<file path="src/rtl/ifetch_unit.sv">
// Instruction fetch stage: owns the PC, issues word reads to instruction
// memory, captures the returned word and hands it to the controller.
//
// Handshakes (both strict valid/ready, no combinational input-to-output path):
//   memory side:     imem_req/imem_addr held steady until an edge with
//                    imem_valid=1; imem_valid is ignored unless in FETCH.
//   downstream side: instr_valid stays high and instr stable until an edge
//                    with instr_ready=1; pcsrc/jump/branch_target are only
//                    looked at on that accept edge.
module ifetch_unit #(
  parameter int          n        = 32,
  parameter logic [n-1:0] RESET_PC = '0
) (
  input  logic         clk,
  input  logic         reset_n,
  output logic         imem_req,
  output logic [n-1:0] imem_addr,
  input  logic [31:0]  imem_rdata,
  input  logic         imem_valid,
  output logic [31:0]  instr,
  output logic [5:0]   op,
  output logic [5:0]   funct,
  output logic [n-1:0] pc,
  output logic [n-1:0] pcplus4,
  output logic         instr_valid,
  input  logic         instr_ready,
  input  logic         pcsrc,
  input  logic         jump,
  input  logic [n-1:0] branch_target,
  output logic [31:0]  retired,
  output logic         fetch_err,
  output logic [1:0]   fsm_state
);

  typedef enum logic [1:0] {
    S_RESET = 2'd0,
    S_FETCH = 2'd1,
    S_HOLD  = 2'd2,
    S_ERROR = 2'd3
  } state_t;

  state_t       state_q, state_d;
  logic [n-1:0] pc_q, pc_d;
  logic [31:0]  instr_q, instr_d;
  logic [31:0]  retired_q, retired_d;
  logic         err_q, err_d;
  logic [n-1:0] next_pc;

  // Sequential PC; wraps modulo 2^n, and the wrapped value is a legal PC.
  assign pcplus4 = pc_q + {{(n-3){1'b0}}, 3'd4};

  // Next-PC select on accept: jump beats branch, branch beats sequential.
  always_comb begin
    next_pc = pcplus4;
    if (jump) begin
      next_pc = {pcplus4[n-1:28], instr_q[25:0], 2'b00};
    end else if (pcsrc) begin
      next_pc = branch_target;
    end
  end

  // State and datapath registers; async reset forces every output at once.
  always_ff @(posedge clk or negedge reset_n) begin
    if (!reset_n) begin
      state_q   <= S_RESET;
      pc_q      <= RESET_PC;
      instr_q   <= '0;
      retired_q <= '0;
      err_q     <= 1'b0;
    end else begin
      state_q   <= state_d;
      pc_q      <= pc_d;
      instr_q   <= instr_d;
      retired_q <= retired_d;
      err_q     <= err_d;
    end
  end

  // Next-state and register-update logic.
  always_comb begin
    state_d   = state_q;
    pc_d      = pc_q;
    instr_d   = instr_q;
    retired_d = retired_q;
    err_d     = err_q;
    case (state_q)
      S_RESET: state_d = S_FETCH;
      S_FETCH: begin
        if (imem_valid) begin
          instr_d = imem_rdata;
          state_d = S_HOLD;
        end
      end
      S_HOLD: begin
        if (instr_ready) begin
          retired_d = retired_q + 32'd1;
          if (next_pc[1:0] != 2'b00) begin
            // Misaligned target: keep the faulting instruction's PC visible.
            err_d   = 1'b1;
            state_d = S_ERROR;
          end else begin
            pc_d    = next_pc;
            state_d = S_FETCH;
          end
        end
      end
      S_ERROR: state_d = S_ERROR;
      default: state_d = S_RESET;
    endcase
  end

  assign imem_req    = (state_q == S_FETCH);
  assign imem_addr   = pc_q;
  assign instr_valid = (state_q == S_HOLD);
  assign instr       = instr_q;
  assign op          = instr_q[31:26];
  assign funct       = instr_q[5:0];
  assign pc          = pc_q;
  assign retired     = retired_q;
  assign fetch_err   = err_q;
  assign fsm_state   = state_q;

endmodule

</file>
<file path="config.mk">
export PLATFORM = sky130hd
export DESIGN_NAME = ifetch_unit
export DESIGN_NICKNAME = d
export VERILOG_FILES = /design/src/rtl/ifetch_unit.sv
export SDC_FILE = /design/constraint.sdc
export NUM_CORES = 1
export LEC_CHECK = 0
export BUFFER_PORTS_ARGS = -buffer_cell sky130_fd_sc_hd__buf_2
export CORE_UTILIZATION = 49
export CTS_CLUSTER_SIZE = 28
export DETAILED_ROUTE_END_ITERATION = 8
export PLACE_DENSITY = 0.91
export SYNTH_ARGS = -nofsm -noshare
export SYNTH_HDL_FRONTEND = slang
export SYNTH_SLANG_ARGS = --single-unit
</file>
<file path="constraint.sdc">
create_clock -name clk -period 3.1 [get_ports clk]
set_input_delay 0.775 -clock clk [delete_from_list [all_inputs] [get_ports clk]]
set_output_delay 0.775 -clock clk [all_outputs]
set_load 0.05 [all_outputs]
</file>
==> key figures, run 1 <==
Drt
  • Met3 wire len: 1579 µm
  • 1st-iter DRT viols: 512
  • Vias/cell: 5.920
  • Met2 WL post-DR: 8959 µm
  • Met1 WL: 7158 µm
  • Residual DRC: 8
  • Post-DRT Antenna Nets: 0
  • DRT Wirelength: 18380 µm
  • TritonRoute pass-1 iters: 8
  • Vias: 5808
  • Max layer used: met4
  • Post-DR wirelength/cell: 18.73 µm

Place
  • # placed instances: 950
  • Final HPWL DP: 13540 µm
  • DP Area: 7361 µm²
  • GPL Wtd Cong: 0.9146
  • Port buffer count: 246

Synthesis
  • Mux contribution to synthesized area: 0.08088
  • Synth top area cells: dfrtp_1 42%, mux2_2 6.2%, buf_4 5.8%, xnor2_1 5.4%, nand3_1 2.9%
  • FF+latch count, synth: 99
  • Post-synth EDFFs: 0
  • Top-count cell post-synth: dfrtp_1
  • Synth top area share: 0.4160
  • Post-Synth Adder-Cell Area: 0.004202
  • Sequential share of the synthesized area: 0.4160
  • Largest family of logic cells by synthesized area: simple AND/OR/NAND/NOR gates
  • Netlist cell types: 66
  • Mapped Nets: 682
  • Post-synthesis compound-gate area fraction: 0.1250
  • Synth Flop Type: dfrtp_1
  • Simple-gate portion of the synthesized area: 0.2006
  • Synth area leader: dfrtp_1
  • Async SR Flop Fraction: 1.000
  • XOR/XNOR Fraction of Synth Area: 0.08382
  • Mean area per synthesized cell: 9.763 µm²
  • Yosys warnings: 0
  • Mapped Area: 5956 µm²
  • Synth cell count leaders: 99 x dfrtp_1, 46 x buf_4, 38 x nand2_1
  • Mapped Cells: 610

Worst setup path
  • Setup crit end kind: output pin
  • Crit. Startpoint: imem_addr[7]$_DFFE_PN0P_
  • Reg2reg end: imem_addr[17]$_DFFE_PN0P_
  • Setup crit start kind: register
  • Delay-heaviest family, CP: simple AND/OR/NAND/NOR gates
  • Worst path cell trace: nand4_1 -> buf_4 -> or4_4 -> nor2_4 -> xor2_4 -> buf_6
  • WP depth: 6
  • R2r setup slk: 890 ps
  • Worst path required time: 2320 ps
  • CP endpoint: pcplus4[25]
  • CP arrival: 2290 ps
  • Worst R2R Start: imem_addr[0]$_DFFE_PN0P_
  • WS Path Type: reg2out
  • Buf/Inv on CP: 2
  • Largest stage delay on the critical path: 510 ps
  • Maximum fanout along the worst path: 7
  • Slowest-stage cell, CP: or4_4
  • R2R cell count: 4

Global route
  • Initial antenna violation count: 2
  • Largest net degree at the start of global routing: 65
  • Grt ovf: 0
  • Vias in the first global route: 5457
  • GRT Util Overall: 0.2962
  • First-pass GRT wire length: 28880 µm

Floorplan
  • Die Ht: 112.2 µm
  • Die ar.: 12600 µm²
  • FP Rows: 39
  • Core area: 11610 µm²
  • Die width: 112.2 µm
  • Ports: 247
  • Starting Density: 0.5128

STA
  • Slew Limit Fails: 0
  • Relative slew slack: 0.4166
  • Final Critical Period: 3067 ps
  • Setup Viol. Count Final: 0
  • Final Cycle Share: 0.9894
  • Least-Margin Pin Slew: 867.8 ps
  • RSZ-0062 raised after global routing: yes
  • Clock Skew: 7.111 ps
  • Max Freq: 326.0 MHz
  • Final hold viol count: 0

Outcome
  • Failing checks: DRC
  • Status: finished with violations

Final layout
  • Filler cell count: 907
  • Final nets: 904
  • Final core occ: 0.6769
  • Layout cells sized above 1: 0.4791
  • Area Growth Syn to Fin: 32.00%
  • Design area: 7861 µm²
  • Fin cells: 981

Clock tree
  • TritonCTS clock tree: done
  • Htree depth: 3
  • CTS buffer count: 9
  • Later-pin clock latency in the skew report: 350 ps
  • Clock Pin Slew Worst Setup and Hold Paths: 70 ps
  • Clock buffer depth: 2
  • Root Buffer: clkbuf_16
  • Hold-fix buffers at CTS: 0
  • Clock sink count: 99

Power
  • Leak: 3.631 nW
  • Pwr/cell area: 1056 nW/µm²
  • Worst VDD drop: 0.001173 V

Min path
  • HP Class: in2async

Run
  • Max-Cap Viols: 0
-- worst min-delay path by stage --
| stage | cells past startpoint | end | startpoint |
|---|---|---|---|
| global placement | 1 | fetch_err$_DFFE_PN0P_ | fetch_err$_DFFE_PN0P_ |
| finish | 1 | instr[22]$_DFFE_PN0P_ | reset_n |
| global route | 1 | instr[22]$_DFFE_PN0P_ | reset_n |
| detailed placement | 1 | fetch_err$_DFFE_PN0P_ | fetch_err$_DFFE_PN0P_ |
| floorplan | 0 | fetch_err$_DFFE_PN0P_ | reset_n |
| CTS | 1 | instr[22]$_DFFE_PN0P_ | reset_n |
-- kinds of logic (layout without fill, tap and decap cells) --
logic type      Yosys count  in the layout
xor+xnor                 57             57
simple gates            216            216
compound gates           99             99
mux                      44             44
fa+ha+maj                 2              2
other cells               0              1
buf+inv                  93            320
flops                    99             99
-- stage by stage --
step	total power [W]	worst slack (ps)	setup TNS [ps]	hold WS, ps
2_1_floorplan	0.006104	-211.7	-611.5	479.4
3_3_place_gp	0.006983	319.3	0	455.7
3_5_place_dp	0.007052	232.4	0	469.4
4_1_cts	0.008173	0.4152	0	399.1
5_1_grt	0.008633	-34.90	-171.7	411.7
6_report	0.008304	32.77	0	386.3
-- power breakdown --
group,internal [W],switching [W]
Clock,0.000575,0.000513
Combinational,0.00127,0.00381
Sequential,0.00169,0.000449
-- worst register-to-register path, stage by stage, from the launching register on --
cell	delay (ps)
dfrtp_1	430
or3_1	510
a31o_2	520
or3_1	420
o211ai_1	230
-- sequential cells by signal, summed over array words and instances, names as in the netlist --
register and count:
retired 32, instr 32, fetch_err 1, imem_addr 32
fsm_state 2
-- per-layer routing --
layer / vias to the layer above / track usage
li1: 2623 / -
met1: 2811 / 0.3678
met4: 0 / 0.1307
met5: - / 0
met3: 54 / 0.07559
met2: 320 / 0.4894
-- cell type report --
type,instances,area (µm²),area share
clock buffer,10,239.0,0.03040
sequential,99,2499,0.3178
timing repair buffer,294,1637,0.2082
multi-input combinational,418,3219,0.4095
clock inverter,6,48.80,0.006207
tap,143,178.9,0.02276
inverter,10,37.54,0.004775
antenna,1,2.502,0.0003183
-- what timing repair did --
action,CTS,global route
endpoints found under the setup margin,8,18
buffers inserted,0,14
pin swaps,1,6
gates resized for setup,12,20
-- placed cells by master, fill, tap and decap left out, types with 4 or more instances in the layout --
cell type	Yosys	layout
o21ai_0	10	10
and3_1	8	8
xor2_1	20	11
clkbuf_16	0	9
nand3b_1	5	5
buf_2	9	236
and2_1	5	5
o311ai_0	6	6
a22o_1	12	12
xnor2_1	37	29
nor3_1	16	11
o2bb2ai_1	4	4
dfrtp_2	0	17
xor2_2	0	6
inv_1	9	9
xnor2_2	0	6
o211ai_1	12	12
a21oi_1	15	15
nand3_1	35	33
or4_1	7	5
buf_4	46	53
or2_2	5	5
nand4_1	24	24
mux2_2	33	33
o22ai_1	4	4
mux2i_1	11	11
and4_1	6	6
nor4_1	9	9
nand2_1	38	38
nor3_4	0	6
nor2b_1	5	5
dfrtp_1	99	82
or3_1	9	9
nor2_1	28	26
nand2b_1	5	5
No activity file was read; power rests on OpenSTA's default activity.
==> run 2, diff against run 1 <==
CELL_PAD_IN_SITES_DETAIL_PLACEMENT = 0   (was not set)
CELL_PAD_IN_SITES_GLOBAL_PLACEMENT = 1   (was not set)
CORE_UTILIZATION = 36   (was 49)
==> run 2 against run 1 <==
The run now ends clean. Sequential share of layout area fell by 0.38 points. Utilization down 18 points. Total power is essentially flat. Design area is 1.1% higher. Global-route usage decreased by 7.6 points.
==> key figures, run 2 (synthesis results as in run 1) <==
Outcome
  • Status: completed

STA
  • Final Cycle Share: 0.9789
  • Clock Skew: 9.390 ps
  • Relative slew slack: 0.3852
  • Least-Margin Pin Slew: 914.6 ps
  • Slew Limit Fails: 0
  • Final hold viol count: 0
  • Final Critical Period: 3035 ps
  • Worst setup margin: 65.42 ps
  • Setup Viol. Count Final: 0
  • Max Freq: 329.5 MHz

Drt
  • 1st-iter DRT viols: 325
  • TritonRoute pass-1 iters: 6
  • Residual DRC: 0
  • Post-DR wirelength/cell: 18.00 µm
  • Post-DRT Antenna Nets: 0
  • Vias: 5628
  • Vias/cell: 5.360
  • DRT Wirelength: 18900 µm

Clock tree
  • Clock Pin Slew Worst Setup and Hold Paths: 70 ps
  • Root Buffer: clkbuf_16
  • Later-pin clock latency in the skew report: 360 ps
  • Htree depth: 3
  • CTS buffer count: 9
  • Clock sink count: 99
  • TritonCTS clock tree: done
  • Hold-fix buffers at CTS: 0
  • Clock buffer depth: 2

Global route
  • Grt ovf: 0
  • Initial antenna violation count: 0
  • GRT Util Overall: 0.2203
  • Vias in the first global route: 5243
  • First-pass GRT wire length: 28440 µm
  • Largest net degree at the start of global routing: 57

Worst setup path
  • WS Path Type: reg2out
  • CP arrival: 2260 ps
  • Setup crit end kind: output pin
  • Maximum fanout along the worst path: 18
  • Setup crit start kind: register
  • Worst path required time: 2320 ps

Floorplan
  • FP Rows: 46
  • Die Ht: 130.6 µm
  • Die ar.: 17060 µm²
  • Starting Density: 0.3722
  • Ports: 247
  • Die width: 130.6 µm
  • Core area: 16000 µm²

Place
  • Final HPWL DP: 13840 µm
  • GPL Wtd Cong: 0.8458
  • Worst slack, placed: 213.1 ps
  • Port buffer count: 246

Final layout
  • Area Growth Syn to Fin: 33.38%
  • Final nets: 900
  • Filler cell count: 1565
  • Layout cells sized above 1: 0.4766
  • Final core occ: 0.4965
  • Commonest non-fill, non-tap cell in the layout: buf_2
  • Commonest non-fill, non-tap cells in the layout: 236 x buf_2, 85 x dfrtp_1, 50 x buf_4

Run
  • Max-Cap Viols: 0

Power
  • Seq pwr share: 0.253
  • Leak: 3.624 nW
  • Switching Fraction: 0.5709
  • Logic pwr share: 0.604
  • P_int: 0.003564 W
  • Pwr/cell area: 1046 nW/µm²
  • Power share of the clock group: 0.143
  • P_sw: 0.004742 W
  • Worst VDD drop: 0.0007044 V

Min path
  • HP Class: in2async
## run 2: cell count changes in the layout (fill, tap and decap cells not counted), sizes merged
cell      delta
clkinvlp     -1
clkinv       -1
clkbuf       -2
inv          +2
buf          -3
bufinv       +1
## run 2: power groups by stage
| stage | clock network (W) | registers [W] | logic, W |
|---|---|---|---|
| detailed placement | 0 | 0.00212 | 0.00497 |
| global placement | 0 | 0.00209 | 0.00495 |
| floorplan | 0 | 0.00342 | 0.00268 |
| global route | 0.00126 | 0.00217 | 0.00525 |
| finish | 0.00119 | 0.00210 | 0.00502 |
| CTS | 0.00121 | 0.00210 | 0.00499 |
## run 2: path summary, 6_finish.rpt
path / from / to / slack, ps / cells past startpoint
min: reset_n / retired[25]$_DFFE_PN0P_ / 420 / 1
max in group asynchronous: reset_n / imem_addr[3]$_DFFE_PN0P_ / 1920 / 2
max: imem_addr[12]$_DFFE_PN0P_ / pcplus4[30] / 70 / 6
min in group clk: fetch_err$_DFFE_PN0P_ / fetch_err$_DFFE_PN0P_ / 490 / 1
min reg2reg: fetch_err$_DFFE_PN0P_ / fetch_err$_DFFE_PN0P_ / 490 / 1
max reg2reg: imem_addr[0]$_DFFE_PN0P_ / imem_addr[9]$_DFFE_PN0P_ / 910 / 4
## run 2: timing repair
item	CTS	global route
pin swaps	1	7
setup buffers	0	7
setup endpoints to repair	8	14
resized for setup	15	16
## run 2: stage by stage
step | area, µm² | power [W] | setup TNS, ps | hold WS (ps) | std cells
after floorplan | 6181 | 0.006104 | -611.5 | 479.4 | 610
after global placement | 7480 | 0.007040 | 0 | 468.6 | 1026
after detailed placement | 7480 | 0.007086 | 0 | 468.1 | 1026
after CTS | 7833 | 0.008301 | -8.462 | 434.3 | 1042
after global routing | 7941 | 0.008678 | -10.46 | 458.5 | 1049
final | 7944 | 0.008306 | 0 | 416.7 | 1050
## run 2: routing by layer
metal | GRT usage | part of all wire | routed length [µm]
met4 | 0.09669 | 0.028 | 534
met2 | 0.3514 | 0.47 | 8949
met5 | 0 | 0 | 0
met1 | 0.2881 | 0.43 | 8140
met3 | 0.04682 | 0.068 | 1277
## run 2: final cells by class
cell class | count | area, µm² | share of cell area
inverter | 10 | 37.54 | 0.004725
timing repair buffer | 290 | 1610 | 0.2027
antenna | 1 | 2.502 | 0.0003150
tap | 216 | 270.3 | 0.03402
clock inverter | 7 | 81.33 | 0.01024
clock buffer | 9 | 225.2 | 0.02835
sequential | 99 | 2495 | 0.3141
multi-input combinational | 418 | 3222 | 0.4056
## run 2: worst max-delay path, stage by stage (launching register included)
cell,delay (ps)
dfrtp_2,390
nand3_4,150
or4_4,580
buf_8,190
nor3_4,200
xor2_4,170
buf_4,220
